==> src/rtl/fp_div_pkg.sv <==
// Shared single-precision field definitions for the divider.
// It also provides field-extract helpers and the constant result patterns.
package fp_div_pkg;

  localparam int EXP_W = 8;
  localparam int MAN_W = 23;
  localparam int W     = 1 + EXP_W + MAN_W;
  localparam int BIAS  = (2 ** (EXP_W - 1)) - 1;
  localparam int M_W   = MAN_W + 1;          // mantissa including the hidden one
  localparam int Q_W   = MAN_W + 2;          // quotient bits produced per divide
  localparam int E_W   = EXP_W + 2;          // signed working exponent
  localparam int CNT_W = $clog2(Q_W + 1);

  localparam logic [EXP_W-1:0] EXP_MAX  = {EXP_W{1'b1}};
  localparam logic [EXP_W-1:0] EXP_ZERO = {EXP_W{1'b0}};
  localparam logic [W-2:0]     FP_ZERO  = {(W - 1){1'b0}};
  localparam logic [W-2:0]     FP_INF   = {EXP_MAX, {MAN_W{1'b0}}};

  function automatic logic f_sign(input logic [W-1:0] x);
    return x[W-1];
  endfunction

  function automatic logic [EXP_W-1:0] f_exp(input logic [W-1:0] x);
    return x[W-2 -: EXP_W];
  endfunction

  function automatic logic [MAN_W-1:0] f_man(input logic [W-1:0] x);
    return x[MAN_W-1:0];
  endfunction

endpackage

==> src/rtl/fp_div_if.sv <==
// Start/busy/done handshake and operand/result bus of the divider.
interface fp_div_if;
  import fp_div_pkg::*;

  logic         start;
  logic [W-1:0] A;
  logic [W-1:0] B;
  logic         busy;
  logic         done;
  logic [W-1:0] C;

  modport master (output start, output A, output B, input busy, input done, input C);
  modport slave  (input start, input A, input B, output busy, output done, output C);

endinterface

==> src/rtl/fp_div_core.sv <==
// Restoring shift-subtract mantissa divider producing one quotient bit per step.
// The remainder stays below 2*mB, so one bit above the mantissa width is enough.
module fp_div_core
  import fp_div_pkg::*;
(
  input  logic           clk,
  input  logic           rst_n,
  input  logic           i_load,
  input  logic           i_step,
  input  logic [M_W-1:0] i_ma,
  input  logic [M_W-1:0] i_mb,
  output logic [Q_W-1:0] o_q,
  output logic           o_last
);

  localparam logic [CNT_W-1:0] CNT_INIT = CNT_W'(Q_W);
  localparam logic [CNT_W-1:0] CNT_ONE  = {{(CNT_W - 1){1'b0}}, 1'b1};

  logic [M_W:0]     r_rem;
  logic [M_W-1:0]   r_mb;
  logic [Q_W-1:0]   r_q;
  logic [CNT_W-1:0] r_cnt;
  logic [M_W:0]     w_diff;
  logic [M_W:0]     w_rem_nxt;
  logic             w_ge;

  // Trial subtraction and next remainder.
  always_comb begin
    w_diff = r_rem - {1'b0, r_mb};
    w_ge   = (r_rem >= {1'b0, r_mb});
    if (w_ge) begin
      w_rem_nxt = {w_diff[M_W-1:0], 1'b0};
    end else begin
      w_rem_nxt = {r_rem[M_W-1:0], 1'b0};
    end
  end

  // Remainder, divisor, quotient and step counter.
  always_ff @(posedge clk) begin
    if (!rst_n) begin
      r_rem <= {(M_W + 1){1'b0}};
      r_mb  <= {M_W{1'b0}};
      r_q   <= {Q_W{1'b0}};
      r_cnt <= {CNT_W{1'b0}};
    end else if (i_load) begin
      r_rem <= {1'b0, i_ma};
      r_mb  <= i_mb;
      r_q   <= {Q_W{1'b0}};
      r_cnt <= CNT_INIT;
    end else if (i_step) begin
      r_rem <= w_rem_nxt;
      r_q   <= {r_q[Q_W-2:0], w_ge};
      r_cnt <= r_cnt - CNT_ONE;
    end
  end

  assign o_q    = r_q;
  assign o_last = (r_cnt == CNT_ONE);

endmodule

==> src/rtl/fp_div.sv <==
// Iterative single-precision divider C = A / B with truncation and zero flush.
// Special operands take a single NORM cycle, so done still rises one edge after acceptance.
module fp_div
  import fp_div_pkg::*;
(
  input logic     clk,
  input logic     rst_n,
  fp_div_if.slave bus
);

  typedef enum logic [1:0] {
    S_IDLE = 2'd0,
    S_DIV  = 2'd1,
    S_NORM = 2'd2,
    S_DONE = 2'd3
  } state_t;

  localparam logic signed [E_W-1:0] EXP_BIAS = E_W'(BIAS);
  localparam logic signed [E_W-1:0] EXP_OVF  = {2'b00, EXP_MAX};
  localparam logic signed [E_W-1:0] EXP_NONE = {E_W{1'b0}};
  localparam logic signed [E_W-1:0] EXP_ONE  = {{(E_W - 1){1'b0}}, 1'b1};

  state_t                 r_state;
  state_t                 w_state_nxt;
  logic                   r_busy;
  logic                   r_done;
  logic [W-1:0]           r_c;
  logic                   r_sign;
  logic                   r_special;
  logic [W-2:0]           r_spec_mag;
  logic signed [E_W-1:0]  r_exp;

  logic                   w_accept;
  logic                   w_a_zero;
  logic                   w_special;
  logic [W-2:0]           w_spec_mag;
  logic signed [E_W-1:0]  w_exp_cap;
  logic signed [E_W-1:0]  w_exp_n;
  logic [MAN_W-1:0]       w_man;
  logic [W-2:0]           w_c_mag;
  logic [Q_W-1:0]         w_q;
  logic                   w_last;

  assign w_accept   = (r_state == S_IDLE) && bus.start;
  assign w_a_zero   = (f_exp(bus.A) == EXP_ZERO);
  assign w_special  = w_a_zero || (f_exp(bus.B) == EXP_ZERO);
  assign w_spec_mag = w_a_zero ? FP_ZERO : FP_INF;
  assign w_exp_cap  = $signed({2'b00, f_exp(bus.A)}) - $signed({2'b00, f_exp(bus.B)}) + EXP_BIAS;

  fp_div_core u_core (
    .clk    (clk),
    .rst_n  (rst_n),
    .i_load (w_accept && !w_special),
    .i_step (r_state == S_DIV),
    .i_ma   ({1'b1, f_man(bus.A)}),
    .i_mb   ({1'b1, f_man(bus.B)}),
    .o_q    (w_q),
    .o_last (w_last)
  );

  // Next-state logic.
  always_comb begin
    w_state_nxt = r_state;
    case (r_state)
      S_IDLE: begin
        if (bus.start) begin
          if (w_special) begin
            w_state_nxt = S_NORM;
          end else begin
            w_state_nxt = S_DIV;
          end
        end else begin
          w_state_nxt = S_IDLE;
        end
      end
      S_DIV: begin
        if (w_last) begin
          w_state_nxt = S_NORM;
        end else begin
          w_state_nxt = S_DIV;
        end
      end
      S_NORM:  w_state_nxt = S_DONE;
      S_DONE:  w_state_nxt = S_IDLE;
      default: w_state_nxt = S_IDLE;
    endcase
  end

  // A quotient below one (mA < mB) needs one more shift and an exponent decrement.
  always_comb begin
    if (w_q[Q_W-1]) begin
      w_man   = w_q[Q_W-2 -: MAN_W];
      w_exp_n = r_exp;
    end else begin
      w_man   = w_q[Q_W-3 -: MAN_W];
      w_exp_n = r_exp - EXP_ONE;
    end
    if (r_special) begin
      w_c_mag = r_spec_mag;
    end else if (w_exp_n >= EXP_OVF) begin
      w_c_mag = FP_INF;
    end else if (w_exp_n <= EXP_NONE) begin
      w_c_mag = FP_ZERO;
    end else begin
      w_c_mag = {w_exp_n[EXP_W-1:0], w_man};
    end
  end

  // State register.
  always_ff @(posedge clk) begin
    if (!rst_n) begin
      r_state <= S_IDLE;
    end else begin
      r_state <= w_state_nxt;
    end
  end

  // Operand capture and registered outputs.
  always_ff @(posedge clk) begin
    if (!rst_n) begin
      r_busy     <= 1'b0;
      r_done     <= 1'b0;
      r_c        <= {W{1'b0}};
      r_sign     <= 1'b0;
      r_special  <= 1'b0;
      r_spec_mag <= FP_ZERO;
      r_exp      <= EXP_NONE;
    end else begin
      r_busy <= (w_state_nxt == S_DIV) || (w_state_nxt == S_NORM);
      r_done <= (w_state_nxt == S_DONE);
      if (w_accept) begin
        r_sign     <= f_sign(bus.A) ^ f_sign(bus.B);
        r_special  <= w_special;
        r_spec_mag <= w_spec_mag;
        r_exp      <= w_exp_cap;
      end
      if (r_state == S_NORM) begin
        r_c <= {r_sign, w_c_mag};
      end
    end
  end

  assign bus.busy = r_busy;
  assign bus.done = r_done;
  assign bus.C    = r_c;

endmodule

==> src/flat_wrapper.sv <==
// flat-port wrapper written by rule: the top's interface ports become plain ports
module fp_div_flat import fp_div_pkg::*;
  (clk, rst_n, bus_start, bus_A, bus_B, bus_busy, bus_done, bus_C);
  fp_div_if bus_i ();
  input logic clk;
  input logic rst_n;
  input wire logic [$bits(bus_i.start)-1:0] bus_start;
  input wire logic [$bits(bus_i.A)-1:0] bus_A;
  input wire logic [$bits(bus_i.B)-1:0] bus_B;
  output wire logic [$bits(bus_i.busy)-1:0] bus_busy;
  output wire logic [$bits(bus_i.done)-1:0] bus_done;
  output wire logic [$bits(bus_i.C)-1:0] bus_C;
  assign bus_i.start = bus_start;
  assign bus_i.A = bus_A;
  assign bus_i.B = bus_B;
  assign bus_busy = bus_i.busy;
  assign bus_done = bus_i.done;
  assign bus_C = bus_i.C;
  fp_div u_core (.clk(clk), .rst_n(rst_n), .bus(bus_i));
endmodule
==> config.mk <==
export PLATFORM = sky130hd
export DESIGN_NAME = fp_div_flat
export DESIGN_NICKNAME = d
export VERILOG_FILES = /design/src/rtl/fp_div_pkg.sv /design/src/rtl/fp_div_if.sv /design/src/rtl/fp_div_core.sv /design/src/rtl/fp_div.sv /design/src/flat_wrapper.sv
export SDC_FILE = /design/constraint.sdc
export NUM_CORES = 1
export LEC_CHECK = 0
export CAP_MARGIN = 10
export CELL_PAD_IN_SITES_DETAIL_PLACEMENT = 1
export CELL_PAD_IN_SITES_GLOBAL_PLACEMENT = 2
export CORE_MARGIN = 10
export CORE_UTILIZATION = 37
export DETAILED_ROUTE_END_ITERATION = 16
export GPL_TIMING_DRIVEN = 1
export MAX_ROUTING_LAYER = met4
export PLACE_DENSITY = 0.93
export RECOVER_POWER = 100
export REMOVE_ABC_BUFFERS = 1
export SLEW_MARGIN = 20
export SYNTH_ARGS = -nofsm -noshare
export SYNTH_HDL_FRONTEND = slang
export SYNTH_HIERARCHICAL = 1
export SYNTH_SLANG_ARGS = --single-unit
==> constraint.sdc <==
create_clock -name clk -period 6 [get_ports clk]
set_input_delay 0.9 -clock clk [delete_from_list [all_inputs] [get_ports clk]]
set_output_delay 0.9 -clock clk [all_outputs]
set_load 0.005 [all_outputs]
**After elaboration in Yosys (flattened, before gate mapping)**

Cells that the tools add are included.

- Flip-flop bits (word level): 158
- Input port bits: 67
- Output and inout port bits: 34
- Word-level logic and storage cells: 56

- $add $sub $neg: 5
- $lt $le $gt $ge: 3
- Eq/ne operators: 7
- Muxes and demuxes: 15
- Bitwise logic cells: 2
- Reduce and logical (&&, ||, !) cells: 10

Operators by type and width:

| operator | count |
|---|---|
| $mux 31 | 4 |
| $mux 24 | 2 |
| $ge 25x24->1 | 1 |
| $mux 25 | 1 |
| $sub 24x24->24 | 1 |
| $mux 23 | 1 |
| $logic_not 8->1 | 2 |
| $add 10x8->10 const B | 1 |
| $ge 10x9->1 const B | 1 |
| $le 10x1->1 const B | 1 |
| $mux 10 | 1 |
| $mux 5 | 2 |
| $sub 10x2->10 const B | 1 |
| $sub 8x8->9 | 1 |
| $eq 2x2->1 const B | 4 |
| $pmux 2 s4 | 1 |
| $mux 2 | 3 |
| $eq 5x1->1 const B | 1 |
| $sub 5x1->5 const B | 1 |
| $eq 2x1->1 const B | 2 |
| $logic_and 1x1->1 | 2 |
| $logic_not 2->1 | 1 |
| $logic_or 1x1->1 | 2 |
| $reduce_bool 2->1 | 1 |
| other kinds (4) | 4 |

**Longest topological paths before layout**

- Depth in word-level cells: 7
- Mapped depth: 13
- Gate-level depth less buffers: 11

**Modules after synthesis**

The synthesis kept the hierarchy.

Modules (own cells, without submodules):

| module | instances | cells an instance | area an instance (um^2) | sequential area each (um^2) |
|---|---|---|---|---|
| fp_div_core | 1 | 521 | 4673.2 | 1581.5 |
| fp_div | 1 | 348 | 3022.9 | 980.9 |

**Least setup slack after synthesis**

No wires, ideal clock.

- Kind: input -> register
- Start: input port bus_A[23]
- End: register u_core.r_exp[8]
- Setup time: 0.120 ns
- Arrival time: 2.787 ns
- Data required time: 5.880 ns
- Slack: 3.093 ns
- Stages on the path: 10
- Path buffers: 0
- Path through: inv_1 -> ha_1 -> inv_1 -> fa_1 -> and3_1 -> o21ai_0 -> a211oi_1 -> nor4b_1 -> o21ai_0 -> nor3b_1

- Cells in the longest elaborated chain, start to end: 2

RTL lines:

| item | line | source |
|---|---|---|
| from (decl) | flat_wrapper.sv:8 | `input wire logic [$bits(bus_i.A)-1:0] bus_A;` |
| $sub 8x8->9 | fp_div.sv:48 | `assign w_exp_cap = $signed({2'b00, f_exp(bus.A)}) - $signed({2'b00, f_exp(bus.B)}) + EXP_BIAS;` |
| $add 10x8->10 | fp_div.sv:48 |  |
| to (signal assigned) | fp_div.sv:135 | `r_exp <= w_exp_cap;` |
| to (decl) | fp_div.sv:31 | `logic signed [E_W-1:0] r_exp;` |

No other way between the ends.
A chain may end at the register's enable or synchronous reset.

**Final worst setup path**

- Start: input port bus_A[24]
- End: register u_core.u_core.r_rem[14]

- Cells in the longest elaborated chain, start to end: 5
- Elaborated cells between the ends (all ways): 6
- Those cells by class: 1 x mux; 5 x reduce/logical

RTL lines:

| item | line | source |
|---|---|---|
| $logic_not 8->1 * | fp_div.sv:45 | `assign w_a_zero = (f_exp(bus.A) == EXP_ZERO);` |
| $logic_or 1x1->1 * | fp_div.sv:46 | `assign w_special = w_a_zero \|\| (f_exp(bus.B) == EXP_ZERO);` |
| $logic_not 1->1 * | fp_div.sv:53 | `.i_load (w_accept && !w_special),` |
| $logic_and 1x1->1 * | fp_div.sv:53 |  |
| $mux 24 / $reduce_bool 2->1 (equally long branches) | - |  |
| to (signal assigned) | fp_div_core.sv:41 | `r_rem <= {(M_W + 1){1'b0}};` |
| to (signal assigned) | fp_div_core.sv:46 | `r_rem <= {1'b0, i_ma};` |
| to (signal assigned) | fp_div_core.sv:51 | `r_rem <= w_rem_nxt;` |
| to (decl) | fp_div_core.sv:19 | `logic [M_W:0] r_rem;` |

Mark *: on every way between the ends. The rest lies on a longest branch, timed or not.

==> run_summary.xml <==
<?xml version="1.0" encoding="UTF-8"?>
<metrics>
  <group name="clock_network">
    <metric name="tritoncts" unit="">yes</metric>
    <metric name="cts.repair_timing.setup_buffer_count" unit="">0</metric>
    <metric name="htreeDepth" unit="">4</metric>
    <metric name="path_clk_slew" unit="ns">0.06</metric>
    <metric name="clock-root-buffer" unit="">sky130_fd_sc_hd__clkbuf_16</metric>
    <metric name="cts.sink_count" unit="">128</metric>
    <metric name="worstSkewPairLatency" unit="ns">0.43</metric>
    <metric name="clock_buffer_depth" unit="">2</metric>
    <metric name="number_of_gates_resized_after_cts" unit="">0</metric>
    <metric name="cts_inserted_buffers" unit="">17</metric>
    <metric name="holdBufCountCts" unit="">0</metric>
  </group>
  <group name="sta">
    <metric name="final-max-slew-violation-count" unit="">77</metric>
    <metric name="fmax" unit="GHz">0.220</metric>
    <metric name="worst_clock_skew" unit="ns">0.00999</metric>
    <metric name="max-slew-margin-rel" unit="%">-59.5</metric>
    <metric name="setup_viol_count_final" unit="">0</metric>
    <metric name="timing.final.hold_violations" unit="">0</metric>
    <metric name="setup_total_negative_slack" unit="ns">0</metric>
    <metric name="setup_repair_after_global_routing_missed_its_margin" unit="">false</metric>
    <metric name="max_slew.worst_pin.slew" unit="ns">2.39</metric>
    <metric name="finalCritPeriodShare" unit="%">75.8</metric>
    <metric name="period_needed" unit="ns">4.55</metric>
  </group>
  <group name="setup_path">
    <metric name="worstPathCellList" unit="">clkdlybuf4s50_1 &gt; or4_1 &gt; nor2_1 &gt; a21o_1 &gt; nor2_1 &gt; nor2_1 &gt; buf_4 &gt; a22o_1 &gt; nand2_1 &gt; o21ai_0</metric>
    <metric name="crit_path_max_fanout" unit="">25</metric>
    <metric name="crit_start" unit="">bus_A[24]</metric>
    <metric name="critical_path_depth" unit="">10</metric>
    <metric name="worst_r2r_path_depth" unit="">8</metric>
    <metric name="buffering_stage_count_on_the_worst_path_with_inverters_included" unit="">2</metric>
    <metric name="setup.worst_path.start_class" unit="">input pin</metric>
    <metric name="critPathSlowestCell" unit="">sky130_fd_sc_hd__nor2_1</metric>
    <metric name="critical_path.reg2reg.startpoint" unit="">u_core/r_state[1]</metric>
    <metric name="worst-setup-path-type" unit="">input pin to register</metric>
    <metric name="worst_path_dominant_cell_family" unit="">simple AND/OR/NAND/NOR gates</metric>
    <metric name="critical_path.most_common_cell" unit="">sky130_fd_sc_hd__nor2_1</metric>
    <metric name="end_kind" unit="">register</metric>
    <metric name="rrSetupSlack" unit="ns">2.03</metric>
    <metric name="crit-reg2reg-capture" unit="">u_core/u_core/r_rem[14]</metric>
    <metric name="worst_ep_arrival_time" unit="ns">4.83</metric>
    <metric name="critical-path-max-stage-delay" unit="ns">1.67</metric>
    <metric name="required" unit="ns">6.28</metric>
    <metric name="endpoint" unit="">u_core/u_core/r_rem[14]</metric>
  </group>
  <group name="route">
    <metric name="drt_pre_antenna_iters" unit="">4</metric>
    <metric name="postRouteAntennaNets" unit="">0</metric>
    <metric name="routed_wirelength" unit="mm">21.5</metric>
    <metric name="remaining_drc_errors" unit="">0</metric>
    <metric name="drt_first_iter_violations" unit="">297</metric>
    <metric name="drt-wirelength-per-cell" unit="um">17.6</metric>
    <metric name="detail_route.vias_per_cell" unit="">5.40</metric>
    <metric name="vias" unit="">6618</metric>
  </group>
  <group name="grt">
    <metric name="maximum_number_of_pins_on_one_net_before_global_route_repair" unit="">51</metric>
    <metric name="grtUsageTotal" unit="%">16.8</metric>
    <metric name="globalRouteOverflowTotal" unit="">0</metric>
    <metric name="global_route_wire_length_before_repair" unit="mm">36.0</metric>
    <metric name="antenna_found_initial" unit="">0</metric>
    <metric name="grt_pass1_vias" unit="">7112</metric>
  </group>
  <group name="die">
    <metric name="floorplan.core_area" unit="um2">20400</metric>
    <metric name="die-width" unit="um">164</metric>
    <metric name="die_y" unit="um">164</metric>
    <metric name="boundaryPins" unit="">101</metric>
    <metric name="dieArea" unit="um2">27000</metric>
    <metric name="start_util" unit="%">37.8</metric>
    <metric name="placementRows" unit="">52</metric>
  </group>
  <group name="power">
    <metric name="internal_power" unit="mW">2.06</metric>
    <metric name="clock_power_share" unit="%">33.3</metric>
    <metric name="static-leakage-power" unit="nW">3.66</metric>
    <metric name="power_frac_seq" unit="%">30.4</metric>
    <metric name="p_sw_share" unit="%">35.0</metric>
    <metric name="p_per_area" unit="nW/um2">336</metric>
    <metric name="combPwrFrac" unit="%">36.2</metric>
    <metric name="net-switching-power" unit="mW">1.11</metric>
    <metric name="worst_ir_drop_vdd" unit="mV">0.186</metric>
  </group>
  <group name="synth">
    <metric name="syn_area" unit="um2">7700</metric>
    <metric name="post-synth-top-area-fraction" unit="%">33.3</metric>
    <metric name="syn-instance-count" unit="">869</metric>
    <metric name="synth-async-reset-ratio" unit="%">0</metric>
    <metric name="synth_cell_types" unit="">80</metric>
    <metric name="synthTopCellsByCount" unit="">128 x sky130_fd_sc_hd__dfxtp_1, 89 x sky130_fd_sc_hd__mux2i_1, 55 x sky130_fd_sc_hd__nand2_1</metric>
    <metric name="synth-seq-area-share" unit="%">33.3</metric>
    <metric name="synth_most_common_cell" unit="">sky130_fd_sc_hd__dfxtp_1</metric>
    <metric name="postSynthRegisterBits" unit="">128</metric>
    <metric name="synth.top_cells.by_area" unit="">sky130_fd_sc_hd__dfxtp_1 33%, sky130_fd_sc_hd__mux2i_1 12%, sky130_fd_sc_hd__ha_1 5.9%</metric>
    <metric name="synth_edf_count" unit="">0</metric>
    <metric name="ys.warnings.count" unit="">6</metric>
    <metric name="post-synth-top-area-cell" unit="">sky130_fd_sc_hd__dfxtp_1</metric>
    <metric name="post_synth.cell_area_avg" unit="um2">8.86</metric>
    <metric name="synth_top_flop_cell" unit="">sky130_fd_sc_hd__dfxtp_1</metric>
  </group>
  <group name="finish">
    <metric name="area_growth" unit="%">22.2</metric>
    <metric name="multi_input_comb_area" unit="um2">4660</metric>
    <metric name="num_antenna_cells" unit="">0</metric>
    <metric name="instances_no_fill" unit="">1226</metric>
    <metric name="drive_gt1_share" unit="%">6.59</metric>
    <metric name="layout.filler_cells" unit="">2385</metric>
    <metric name="post-route-util" unit="%">46.2</metric>
    <metric name="layout.area.seq" unit="um2">2560</metric>
    <metric name="final_layout_net_count" unit="">1048</metric>
  </group>
  <group name="flow_run">
    <metric name="cap_violations" unit="">2</metric>
  </group>
  <group name="min_path">
    <metric name="hold_class" unit="">register to register</metric>
  </group>
  <group name="placement">
    <metric name="portBuffers" unit="">100</metric>
    <metric name="detailed_place_hpwl" unit="mm">15.0</metric>
    <metric name="place_inst" unit="">1192</metric>
    <metric name="gpl.final_weighted_congestion" unit="">0.811</metric>
  </group>
  <group name="status">
    <metric name="failed_checks" unit="">max-capacitance violations, max-slew violations</metric>
    <metric name="run_status" unit="">finished, violations left</metric>
  </group>
</metrics>
-- layout by cell type (no fill, tap or decap), types with 36 or more instances in the layout --
cell | Yosys | layout
sky130_fd_sc_hd__dfxtp_1 | 128 | 127
sky130_fd_sc_hd__mux2i_1 | 89 | 89
sky130_fd_sc_hd__inv_1 | 44 | 44
sky130_fd_sc_hd__o21ai_0 | 30 | 45
sky130_fd_sc_hd__nand3_1 | 38 | 38
sky130_fd_sc_hd__clkdlybuf4s50_1 | 0 | 64
sky130_fd_sc_hd__a21oi_1 | 41 | 41
sky130_fd_sc_hd__nor2_1 | 50 | 50
sky130_fd_sc_hd__ha_1 | 36 | 36
sky130_fd_sc_hd__nand2_1 | 55 | 55
-- worst reg2reg max path, stage by stage, from the launching register on --
cell and delay, ns:
sky130_fd_sc_hd__dfxtp_1 0.39, sky130_fd_sc_hd__nor2_1 0.18, sky130_fd_sc_hd__nand2_1 0.22, sky130_fd_sc_hd__nor2_1 1.74, sky130_fd_sc_hd__nor2_1 0.51, sky130_fd_sc_hd__buf_4 0.41, sky130_fd_sc_hd__a22o_1 0.22, sky130_fd_sc_hd__nand2_1 0.07
sky130_fd_sc_hd__o21ai_0 0.08
-- layout make-up --
| type | instances | area share, % |
|---|---|---|
| clock buffer | 19 | 4.71 |
| inverter | 45 | 1.80 |
| multi-input combinational | 644 | 49.6 |
| clock inverter | 13 | 1.60 |
| timing repair buffer | 107 | 11.5 |
| sequential | 128 | 27.3 |
| tap | 270 | 3.59 |
-- power by group through the flow --
stage | Clock [mW] | Combinational [mW] | Sequential, mW
2_1_floorplan | 0 | 0.842 | 0.964
3_3_place_gp | 0 | 1.09 | 0.978
3_5_place_dp | 0 | 1.11 | 0.980
4_1_cts | 1.08 | 1.13 | 0.962
5_1_grt | 1.12 | 1.27 | 0.971
6_report | 1.05 | 1.15 | 0.963
-- cells by family (layout without fill, tap and decap cells) --
group | Yosys count | in the layout | share of synthesized area [%]
AND/OR/NAND/NOR | 247 | 247 | 16.7
AO/OA/AOI/OAI | 223 | 223 | 20.5
flip-flops | 128 | 128 | 33.3
buffers and inverters | 98 | 184 | 6.24
multiplexers | 91 | 91 | 11.9
XOR/XNOR | 43 | 43 | 4.99
adder cells (fa/ha/maj) | 38 | 38 | 6.37
other | 1 | 2 | 0.0487
-- layer usage --
layer / global-route usage [%] / wire [um]
met1: 20.1 / 10100
met2: 27.6 / 10500
met3: 4.13 / 766
met4: 4.55 / 183
met5: - / 0
-- flip-flops by register name (all words and copies together), names as in the netlist --
name / cells
u_core/u_core/r_mb: 24
u_core/r_spec_mag: 1
u_core/bus.busy: 1
u_core/bus.C: 32
u_core/r_special: 1
u_core/r_sign: 1
u_core/r_state: 2
u_core/u_core/r_rem: 25
u_core/u_core/o_q: 25
u_core/bus.done: 1
u_core/u_core/r_cnt: 5
u_core/r_exp: 10
-- worst min-delay path by stage --
stage / from / endpoint / slack, ns / depth (start not counted)
after detailed placement: u_core/bus.C[31] / u_core/bus.C[31] / 0.46 / 2
after CTS: u_core/bus.C[31] / u_core/bus.C[31] / 0.47 / 2
after global routing: u_core/bus.C[31] / u_core/bus.C[31] / 0.49 / 2
final: u_core/bus.C[31] / u_core/bus.C[31] / 0.46 / 2
after floorplan: u_core/r_sign / u_core/bus.C[31] / 0.43 / 2
after global placement: u_core/bus.C[31] / u_core/bus.C[31] / 0.44 / 2
-- through the flow --
step	setup slack (ns)	power, mW	instance area, um2	hold WS, ns
5_1_grt	1.12	3.36	9410	0.495
3_3_place_gp	2.13	2.07	8780	0.445
6_report	1.45	3.16	9410	0.461
2_1_floorplan	0.591	1.81	7390	0.432
4_1_cts	2.44	3.17	9380	0.471
3_5_place_dp	2.06	2.09	8780	0.465
(Power assumes the default switching activity.)
